[src/rtl/videoram_scanout_reader_if.sv]
// Videoram read port and pixel stream bundle for videoram_scanout_reader.
// master = the reader itself; slave = the videoram and pixel consumer side.
interface videoram_scanout_reader_if #(
    parameter int ADDR_W = 12,
    parameter int DATA_W = 32,
    parameter int PIX_W  = 8
) ();
    logic [ADDR_W-1:0] ram_addr;
    logic              ram_rd;
    logic [DATA_W-1:0] ram_rdata;
    logic [PIX_W-1:0]  pix_data;
    logic              pix_valid;
    logic              pix_ready;
    logic              pix_last;

    modport master (
        output ram_addr, ram_rd, pix_data, pix_valid, pix_last,
        input  ram_rdata, pix_ready
    );
    modport slave (
        input  ram_addr, ram_rd, pix_data, pix_valid, pix_last,
        output ram_rdata, pix_ready
    );
endinterface

[src/rtl/videoram_scanout_reader.sv]
// Streams one frame from a fixed-latency videoram port to a valid/ready pixel consumer.
// Optional stall statistics output enabled by defining VIDEORAM_SCANOUT_STATS_EN.
module videoram_scanout_reader #(
    parameter int ADDR_W      = 12,
    parameter int DATA_W      = 32,
    parameter int PIX_W       = 8,
    parameter int RD_LAT      = 1,
    parameter int FIFO_DEPTH  = 8,
    parameter int FRAME_WORDS = 4096
) (
    input  logic              clk,
    input  logic              reset,
    input  logic              start,
    input  logic [ADDR_W-1:0] base_addr,
    videoram_scanout_reader_if.master bus,
    output logic              busy,
    output logic              frame_done
`ifdef VIDEORAM_SCANOUT_STATS_EN
    ,
    output logic [15:0]       stall_cycles
`endif
);
    localparam int PPW       = DATA_W / PIX_W;
    localparam int TOTAL_PIX = FRAME_WORDS * PPW;
    localparam int CNT_W     = $clog2(FRAME_WORDS + 1);
    localparam int PIX_CNT_W = $clog2(TOTAL_PIX + 1);
    localparam int SUB_W     = $clog2(PPW + 1);
    localparam int PTR_W     = $clog2(FIFO_DEPTH);
    localparam int OCC_W     = $clog2(FIFO_DEPTH + RD_LAT + 3) + 1;

    typedef enum logic [1:0] {IDLE = 2'd0, FETCH = 2'd1, DRAIN = 2'd2} state_t;

    state_t                state_r;
    logic [ADDR_W-1:0]     base_r;
    logic [CNT_W-1:0]      issue_idx_r;
    logic [ADDR_W-1:0]     ram_addr_r;
    logic                  ram_rd_r;
    logic                  busy_r;
    logic                  frame_done_r;
    logic [RD_LAT-1:0]     lat_r;
    logic [DATA_W-1:0]     fifo_mem_r [FIFO_DEPTH];
    logic [PTR_W-1:0]      wr_ptr_r;
    logic [PTR_W-1:0]      rd_ptr_r;
    logic [PTR_W:0]        fifo_cnt_r;
    logic [DATA_W-1:0]     hold_r;
    logic [SUB_W-1:0]      sub_r;
    logic                  hold_valid_r;
    logic                  last_r;
    logic [PIX_CNT_W-1:0]  pix_cnt_r;

    logic [OCC_W-1:0]      in_flight_s;
    logic [OCC_W-1:0]      occupancy_s;
    logic                  credit_s, emerge_s, fire_s, need_word_s, fifo_empty_s;
    logic                  pop_s, bypass_s, push_s, load_s, last_fire_s, accept_s;
    logic                  next_is_last_s;
    logic [DATA_W-1:0]     word_s;
    logic [PIX_CNT_W-1:0]  pix_cnt_nxt_s;

    // Count read tags still travelling through the latency delay line.
    always_comb begin
        in_flight_s = {OCC_W{1'b0}};
        for (int i = 0; i < RD_LAT; i++) begin
            in_flight_s = in_flight_s + OCC_W'(lat_r[i]);
        end
    end

    // Handshake, FIFO steering and fetch credit decode.
    always_comb begin
        emerge_s     = lat_r[RD_LAT-1];
        fire_s       = hold_valid_r & bus.pix_ready;
        need_word_s  = ~hold_valid_r | (fire_s & (sub_r == SUB_W'(1)));
        fifo_empty_s = (fifo_cnt_r == {(PTR_W+1){1'b0}});
        pop_s        = need_word_s & ~fifo_empty_s;
        // An empty FIFO lets returning data go straight into the holding register.
        bypass_s     = need_word_s & fifo_empty_s & emerge_s;
        push_s       = emerge_s & ~bypass_s;
        load_s       = pop_s | bypass_s;
        if (pop_s) begin
            word_s = fifo_mem_r[rd_ptr_r];
        end else begin
            word_s = bus.ram_rdata;
        end
        // The holding register and the read being issued now both consume credit.
        occupancy_s    = in_flight_s + OCC_W'(fifo_cnt_r) + OCC_W'(hold_valid_r) + OCC_W'(ram_rd_r);
        credit_s       = (occupancy_s < OCC_W'(FIFO_DEPTH));
        last_fire_s    = fire_s & last_r;
        accept_s       = (state_r == IDLE) & start & ~frame_done_r;
        pix_cnt_nxt_s  = pix_cnt_r + PIX_CNT_W'(fire_s);
        next_is_last_s = (pix_cnt_nxt_s == PIX_CNT_W'(TOTAL_PIX - 1));
    end

    // Frame sequencing and read address generation.
    always_ff @(posedge clk) begin
        if (reset) begin
            state_r      <= IDLE;
            base_r       <= {ADDR_W{1'b0}};
            issue_idx_r  <= {CNT_W{1'b0}};
            ram_addr_r   <= {ADDR_W{1'b0}};
            ram_rd_r     <= 1'b0;
            busy_r       <= 1'b0;
            frame_done_r <= 1'b0;
        end else begin
            case (state_r)
                IDLE: begin
                    frame_done_r <= 1'b0;
                    if (accept_s) begin
                        base_r      <= base_addr;
                        ram_addr_r  <= base_addr;
                        ram_rd_r    <= 1'b1;
                        issue_idx_r <= CNT_W'(1);
                        busy_r      <= 1'b1;
                        state_r     <= FETCH;
                    end else begin
                        ram_rd_r <= 1'b0;
                    end
                end
                FETCH: begin
                    frame_done_r <= 1'b0;
                    if (issue_idx_r == CNT_W'(FRAME_WORDS)) begin
                        ram_rd_r <= 1'b0;
                        state_r  <= DRAIN;
                    end else if (credit_s) begin
                        ram_rd_r    <= 1'b1;
                        ram_addr_r  <= base_r + ADDR_W'(issue_idx_r);
                        issue_idx_r <= issue_idx_r + CNT_W'(1);
                    end else begin
                        ram_rd_r <= 1'b0;
                    end
                end
                DRAIN: begin
                    ram_rd_r <= 1'b0;
                    if (last_fire_s) begin
                        frame_done_r <= 1'b1;
                        busy_r       <= 1'b0;
                        state_r      <= IDLE;
                    end else begin
                        frame_done_r <= 1'b0;
                    end
                end
                default: begin
                    state_r      <= IDLE;
                    ram_rd_r     <= 1'b0;
                    busy_r       <= 1'b0;
                    frame_done_r <= 1'b0;
                end
            endcase
        end
    end

    // Read-latency tag line and prefetch FIFO pointers.
    always_ff @(posedge clk) begin
        if (reset) begin
            lat_r      <= {RD_LAT{1'b0}};
            wr_ptr_r   <= {PTR_W{1'b0}};
            rd_ptr_r   <= {PTR_W{1'b0}};
            fifo_cnt_r <= {(PTR_W+1){1'b0}};
        end else begin
            lat_r <= RD_LAT'({lat_r, ram_rd_r});
            if (push_s) begin
                wr_ptr_r <= wr_ptr_r + PTR_W'(1);
            end
            if (pop_s) begin
                rd_ptr_r <= rd_ptr_r + PTR_W'(1);
            end
            case ({push_s, pop_s})
                2'b10:   fifo_cnt_r <= fifo_cnt_r + (PTR_W+1)'(1);
                2'b01:   fifo_cnt_r <= fifo_cnt_r - (PTR_W+1)'(1);
                default: fifo_cnt_r <= fifo_cnt_r;
            endcase
        end
    end

    // Prefetch storage; contents are meaningless while the count says empty.
    always_ff @(posedge clk) begin
        if (push_s) begin
            fifo_mem_r[wr_ptr_r] <= bus.ram_rdata;
        end
    end

    // Word-to-pixel unpacker, least-significant pixel first.
    always_ff @(posedge clk) begin
        if (reset) begin
            hold_r       <= {DATA_W{1'b0}};
            sub_r        <= {SUB_W{1'b0}};
            hold_valid_r <= 1'b0;
            last_r       <= 1'b0;
            pix_cnt_r    <= {PIX_CNT_W{1'b0}};
        end else begin
            if (accept_s) begin
                pix_cnt_r <= {PIX_CNT_W{1'b0}};
            end else begin
                pix_cnt_r <= pix_cnt_nxt_s;
            end
            if (load_s) begin
                hold_r       <= word_s;
                sub_r        <= SUB_W'(PPW);
                hold_valid_r <= 1'b1;
                last_r       <= next_is_last_s;
            end else if (fire_s) begin
                hold_r       <= hold_r >> PIX_W;
                sub_r        <= sub_r - SUB_W'(1);
                hold_valid_r <= (sub_r != SUB_W'(1));
                last_r       <= next_is_last_s;
            end
        end
    end

`ifdef VIDEORAM_SCANOUT_STATS_EN
    logic [15:0] stall_r;

    // Saturating count of consumer back-pressure cycles within the frame.
    always_ff @(posedge clk) begin
        if (reset) begin
            stall_r <= 16'h0000;
        end else if (accept_s) begin
            stall_r <= 16'h0000;
        end else if (hold_valid_r && !bus.pix_ready && (stall_r != 16'hFFFF)) begin
            stall_r <= stall_r + 16'h0001;
        end
    end

    assign stall_cycles = stall_r;
`endif

    assign bus.ram_addr  = ram_addr_r;
    assign bus.ram_rd    = ram_rd_r;
    assign bus.pix_data  = hold_r[PIX_W-1:0];
    assign bus.pix_valid = hold_valid_r;
    assign bus.pix_last  = last_r;
    assign busy          = busy_r;
    assign frame_done    = frame_done_r;
endmodule
[src/flat_wrapper.sv]
// flat-port wrapper written by rule: the top's interface ports become plain ports
module videoram_scanout_reader_flat 
#(
    parameter int ADDR_W      = 12,
    parameter int DATA_W      = 32,
    parameter int PIX_W       = 8,
    parameter int RD_LAT      = 1,
    parameter int FIFO_DEPTH  = 8,
    parameter int FRAME_WORDS = 4096
)
  (clk, reset, start, base_addr, busy, frame_done, bus_ram_addr, bus_ram_rd, bus_pix_data, bus_pix_valid, bus_pix_last, bus_ram_rdata, bus_pix_ready);
  videoram_scanout_reader_if #(.ADDR_W(ADDR_W), .DATA_W(DATA_W), .PIX_W(PIX_W)) bus_i ();
  input  logic clk;
  input  logic reset;
  input  logic start;
  input  logic [ADDR_W-1:0] base_addr;
  output logic busy;
  output logic frame_done;
  output wire logic [$bits(bus_i.ram_addr)-1:0] bus_ram_addr;
  output wire logic [$bits(bus_i.ram_rd)-1:0] bus_ram_rd;
  output wire logic [$bits(bus_i.pix_data)-1:0] bus_pix_data;
  output wire logic [$bits(bus_i.pix_valid)-1:0] bus_pix_valid;
  output wire logic [$bits(bus_i.pix_last)-1:0] bus_pix_last;
  input wire logic [$bits(bus_i.ram_rdata)-1:0] bus_ram_rdata;
  input wire logic [$bits(bus_i.pix_ready)-1:0] bus_pix_ready;
  assign bus_ram_addr = bus_i.ram_addr;
  assign bus_ram_rd = bus_i.ram_rd;
  assign bus_pix_data = bus_i.pix_data;
  assign bus_pix_valid = bus_i.pix_valid;
  assign bus_pix_last = bus_i.pix_last;
  assign bus_i.ram_rdata = bus_ram_rdata;
  assign bus_i.pix_ready = bus_pix_ready;
  videoram_scanout_reader #(.ADDR_W(ADDR_W), .DATA_W(DATA_W), .PIX_W(PIX_W), .RD_LAT(RD_LAT), .FIFO_DEPTH(FIFO_DEPTH), .FRAME_WORDS(FRAME_WORDS)) u_core (.clk(clk), .reset(reset), .start(start), .base_addr(base_addr), .bus(bus_i), .busy(busy), .frame_done(frame_done));
endmodule
[config.mk]
export PLATFORM = sky130hd
export DESIGN_NAME = videoram_scanout_reader_flat
export DESIGN_NICKNAME = d
export VERILOG_FILES = /design/src/rtl/videoram_scanout_reader_if.sv /design/src/rtl/videoram_scanout_reader.sv /design/src/flat_wrapper.sv
export SDC_FILE = /design/constraint.sdc
export NUM_CORES = 1
export LEC_CHECK = 0
export CORE_MARGIN = 1
export CORE_UTILIZATION = 45
export CTS_CLUSTER_SIZE = 10
export DETAILED_ROUTE_END_ITERATION = 8
export PLACE_DENSITY = 0.64
export SYNTH_ARGS = -nofsm -noshare
export SYNTH_HDL_FRONTEND = slang
export SYNTH_SLANG_ARGS = --single-unit
[constraint.sdc]
create_clock -name clk -period 9.65 [get_ports clk]
set_input_delay 1.4475 -clock clk [delete_from_list [all_inputs] [get_ports clk]]
set_output_delay 1.4475 -clock clk [all_outputs]
set_load 0.1 [all_outputs]
# Word-level counts from Yosys, hierarchy flattened
# Memories as Yosys holds them, arrays and structs flattened. A register that Yosys moved wholly into a read port is not among the register bits.
# Cells that the tools add are included.
# totals
ff_bits	105
ram_bits	256
input_bits	48
output_inout_bits	25
mem_count	1
# classes
addsub	11
n_lt_le_gt_ge	1
eq_ne	13
n_mux	34
n_bitwise	17
n_reduce_logical	12
# memory_table
memory	depth	word_bits	rd	rd_clocked_by_memory_dff	write_ports	line_no	rtl
u_core.fifo_mem_r	8	32	1	1	1	videoram_scanout_reader.sv:41	logic [DATA_W-1:0] fifo_mem_r [FIFO_DEPTH];
# ops
op	count
$mux W32	3
$mux W13	3
$mux W12	3
$pmux W13 S2	1
$pmux W12 S2	1
$add A15 B1 Y15	1
$eq A15 B14 Y1 const B	1
$add A13 B1 Y13 const B	1
$eq A13 B13 Y1 const B	1
$add A12 B12 Y12	1
$mux W1	12
$mux W3	4
$add A5 B1 Y5	2
$and A1 B1 Y1	9
$ne A2 B1 Y1 const B	4
$pmux W4 S2	1
$add A3 B1 Y3 const B	2
$mux W2	3
$not A1 Y1	6
$pmux W2 S3	1
$reduce_and A3 Y1	2
$reduce_bool A2 Y1	3
$reduce_or A2 Y1	3
$add A1 B4 Y5	1
16 further kinds	19

# Logic depth before layout (Yosys ltp)
# depth
depth_word	9
ltp_mapped	12
depth_no_buf	12

# Worst setup path after synthesis
# OpenSTA, ideal clock, no wires.
# synth_timing
path_kind	input port to flip-flop
from	input port bus_pix_ready
to	memory u_core.fifo_mem_r[0][0], enable pin
arrival_ns	5.052
required_time_ns	9.148
slack_ns	4.097
stages	4
n_path_buf	0
path_cell_list	nand3b_1 > and2_1 > o21ai_2 > nor4_1
# synth_between
elab_chain_cells	9
# synth_rtl
element	line_no	rtl
from (decl)	flat_wrapper.sv:25	input wire logic [$bits(bus_i.pix_ready)-1:0] bus_pix_ready;
$and A1 B1 Y1	videoram_scanout_reader.sv:70	fire_s = hold_valid_r & bus.pix_ready;
$and A1 B1 Y1	videoram_scanout_reader.sv:71	need_word_s = ~hold_valid_r | (fire_s & (sub_r == SUB_W'(1)));
$or A1 B1 Y1	videoram_scanout_reader.sv:71	
$and A1 B1 Y1 (2 in series)	videoram_scanout_reader.sv:75	bypass_s = need_word_s & fifo_empty_s & emerge_s;
$not A1 Y1	videoram_scanout_reader.sv:76	push_s = emerge_s & ~bypass_s;
$and A1 B1 Y1	videoram_scanout_reader.sv:76	
$mux W1	videoram_scanout_reader.sv:175	if (push_s) begin
$mux W1 (not written as such)	videoram_scanout_reader.sv:176	fifo_mem_r[wr_ptr_r] <= bus.ram_rdata;
to (decl)	videoram_scanout_reader.sv:41	
# No other way between the ends.

# Final worst setup path
# layout_timing
from	input port bus_pix_ready
to	register u_core.last_r, in the netlist u_core.bus.pix_last
# layout_between
elab_chain_cells	7
# layout_rtl
element	line_no	rtl
$and A1 B1 Y1 *	videoram_scanout_reader.sv:70	
branches (longest 6 deep; another with $add A15 B1 Y15)	--	
to (signal assigned)	videoram_scanout_reader.sv:198	last_r <= next_is_last_s;
to (signal assigned)	videoram_scanout_reader.sv:203	last_r <= next_is_last_s;
to (decl)	videoram_scanout_reader.sv:48	logic last_r;
# Every way passes the cells marked *. The select of a mux whose other input is x is not followed.
# A chain may end at the register's enable or synchronous reset.

==> impl_metrics.json <==
{
  "synth_cell_type_count": 70,
  "clock_path_buffers": 3,
  "ios": 73,
  "n_fill_cell": 2787,
  "ant_nets": 0,
  "worstPathRequired_ns": 10.10,
  "crit_chain": "clkdlybuf4s50_1 > nand2_1 > inv_1 > ha_1 > ha_1 > xnor2_1 > or4_1 > a211oi_1 > o2111ai_1 > o21ai_0",
  "finalSetupViolCount": 0,
  "critPathKind": "in -> reg",
  "synth_mux_area_frac": 0.1188,
  "dp_cells": 1554,
  "p_comb_frac": 0.281,
  "max-cap-violations": 0,
  "routed_via_density": 5.592,
  "synth_fp_nets": 1157,
  "multi_input_area_sq_um": 5069,
  "max_slew.worst_pin.slew_ns": 1.156,
  "grt_max_degree": 65,
  "whs_ns": 0.4579,
  "htree_levels": 2,
  "seqCellArea_sq_um": 9856,
  "crit_top_cell": "ha_1",
  "grt_pass1_vias": 9153,
  "synth-adder-area-share": 0.02143,
  "dr.pass1.iters": 5,
  "syn-cell-area_sq_um": 15300,
  "cts_buffers": 42,
  "io_buffers": 72,
  "ys_warn_count": 0,
  "min_path_type": "reg -> reg",
  "async_flop_share": 0,
  "synth_seq_area_share": 0.6438,
  "start_util": 0.4562,
  "synth-seq-cells": 364,
  "post_cts_buffers": 0,
  "synth-xor-area-share": 0.01260,
  "syn_inst": 1084,
  "critPathMaxStageDelay_ns": 0.50,
  "yosysTopAreaCell": "edfxtp_1",
  "power_mw": 4.631,
  "antenna_found_initial": 0,
  "dp_hpwl_microns": 19280,
  "final_cell_mix": "edfxtp_1 (256), dfxtp_1 (105), a21oi_1 (85)",
  "area_growth_pct": 15.25,
  "dieArea_sq_um": 34740,
  "clkSlewWorstSetupHoldPaths_ns": 0.05,
  "cts.sinks": 364,
  "p_sw_mw": 1.524,
  "n_antenna_cell": 0,
  "via_count": 9115,
  "grt_setup_unrepaired": "false",
  "power.density_nw_per_um2": 262.7,
  "critPathLaunchType": "input port",
  "cts_root_buffer": "clkbuf_16",
  "clock.fmax_mhz": 259.0,
  "timing.critical_path.buf_inv": 2,
  "drt_iter0_drc": 717,
  "worstPathArrival_ns": 4.31,
  "drv_slew": 0,
  "end_kind": "register",
  "final.setup.tns_ns": 0,
  "swShare": 0.3291,
  "cts_resized": 0,
  "p_int_mw": 3.107,
  "period_share": 0.4001,
  "slowest_stage": "clkdlybuf4s50_1",
  "cp_max_fo": 15,
  "num_rows": 67,
  "p_leak_nw": 5.659,
  "core_region_area_sq_um": 33530,
  "synth_top_family_by_area": "multiplexers",
  "hold_viol": 0,
  "min_period_ns": 3.861,
  "synthSimpleGateAreaFrac": 0.08220,
  "wl_per_cell_microns": 19.76,
  "vdd_ir_drop_max_mv": 0.1675,
  "hold_buffers": 0,
  "yosys-top-cells-area": "edfxtp_1 (50%), dfxtp_1 (14%), mux4_2 (9.4%)",
  "synth_top_area_share": 0.5025,
  "final_layout_size_suffix_gt1_frac": 0.1328,
  "globalRoute.totalOverflow": 0,
  "final_common_cell": "edfxtp_1",
  "synthFlopType": "edfxtp_1",
  "post-route-drc-count": 0,
  "die_w_microns": 186.4,
  "crit_family": "buffers and inverters",
  "p_clk_frac": 0.310,
  "seqPwrFrac": 0.409,
  "status": "finished clean",
  "fin_skew_ns": 0.02048,
  "die_y_microns": 186.4,
  "final_net_count": 1223,
  "cts_tree": "yes",
  "routed_wl_microns": 32210,
  "synth_edf_count": 256,
  "post-route-util": 0.5258,
  "grt.total_usage": 0.1866,
  "grt_pass1_wl_microns": 50810,
  "gp_congestion": 0.8575,
  "avgSynthCellArea_sq_um": 14.11,
  "fin_cells": 1630,
  "clock_latency_ns": 0.54,
  "synth_compound_area_frac": 0.09307,
  "maxSlewHeadroom": 0.2276
}
cell type report:
type,count,share of cell area
clock buffers,74,0.06820
multi-input cells,636,0.2875
well taps,448,0.03179
inverters,16,0.003406
flip-flops and latches,364,0.5590
clock inverters,2,0.001845
repair buffers,90,0.04826
per-layer routing:
metal,global-route usage,part of all wire,vias to the layer above
li1,-,-,4314
met4,0.06071,0.024,0
met3,0.02840,0.040,61
met2,0.3185,0.50,191
met1,0.2444,0.44,4549
met5,0,0,-
per-stage QoR:
stage / setup slack (ns) / instance area [sq um]
after global placement: 5.313 / 16400
after floorplan: 4.097 / 15300
after global routing: 5.553 / 17630
after CTS: 5.784 / 17630
final: 5.789 / 17630
after detailed placement: 5.265 / 16400
state kept, by name (all words and copies together) (netlist names), named ones only:
signal and flops:
u_core.fifo_mem_r 256, u_core.hold_r 32, u_core.pix_cnt_r 15, u_core.issue_idx_r 13, u_core.base_r 12, u_core.bus.ram_addr 12, u_core.fifo_cnt_r 4, u_core.rd_ptr_r 3
u_core.sub_r 3, u_core.wr_ptr_r 3, u_core.state_r 2, u_core.bus.pix_last 1, u_core.bus.pix_valid 1, u_core.bus.ram_rd 1, u_core.busy 1, u_core.emerge_s 1
u_core.frame_done 1
kinds of logic after synthesis:
kind of cell / count (synthesis)
flip-flops: 364
AND/OR/NAND/NOR: 266
AO/OA/AOI/OAI: 222
multiplexers: 101
buffers and inverters: 84
adder cells (fa/ha/maj): 25
XOR/XNOR: 22
cells in the mapped netlist, types with 4 or more instances:
master and instances:
nor4_1 5, nand2b_1 7, or3_1 12, buf_6 6
a21o_1 4, a311oi_1 6, edfxtp_1 256, o21ai_1 4
mux2_2 4, a21oi_1 85, nand4_1 7, nand3_1 23
buf_1 5, mux4_2 64, mux2i_1 33, and3_1 7
o211ai_1 6, a22oi_1 6, o21ai_0 39, or4_1 8
xnor2_1 10, ha_1 23, xor2_1 12, nor3_1 11
and2_1 5, a211oi_1 34, a31oi_1 6, inv_1 16
dfxtp_1 108, buf_4 13, nor2_1 80, clkbuf_1 27
buf_2 17, nand2_1 83
tightest hold or removal path, cell delays in order (launching register included):
cell and delay [ns]:
dfxtp_1 0.31, nand2_1 0.05, a21oi_1 0.05
power by group through the flow:
stage,Sequential (mW),Clock [mW],Combinational [mW]
6_report,1.89,1.43,1.30
5_1_grt,1.91,1.53,1.42
4_1_cts,1.90,1.47,1.32
3_5_place_dp,1.93,0,1.31
3_3_place_gp,1.93,0,1.29
2_1_floorplan,1.94,0,1.02
path summary, 6_finish.rpt:
| path | to | slack (ns) | depth (start not counted) | startpoint |
|---|---|---|---|---|
| worst min register to register | u_core.base_r[0] | 0.46 | 2 | u_core.base_r[0] |
| worst max register to register | u_core.bus.pix_last | 6.51 | 9 | u_core.bus.pix_valid |
| worst max-delay path | u_core.bus.pix_last | 5.79 | 10 | bus_pix_ready |
| worst min-delay path | u_core.base_r[0] | 0.46 | 2 | u_core.base_r[0] |
(Power assumes the default switching activity.)
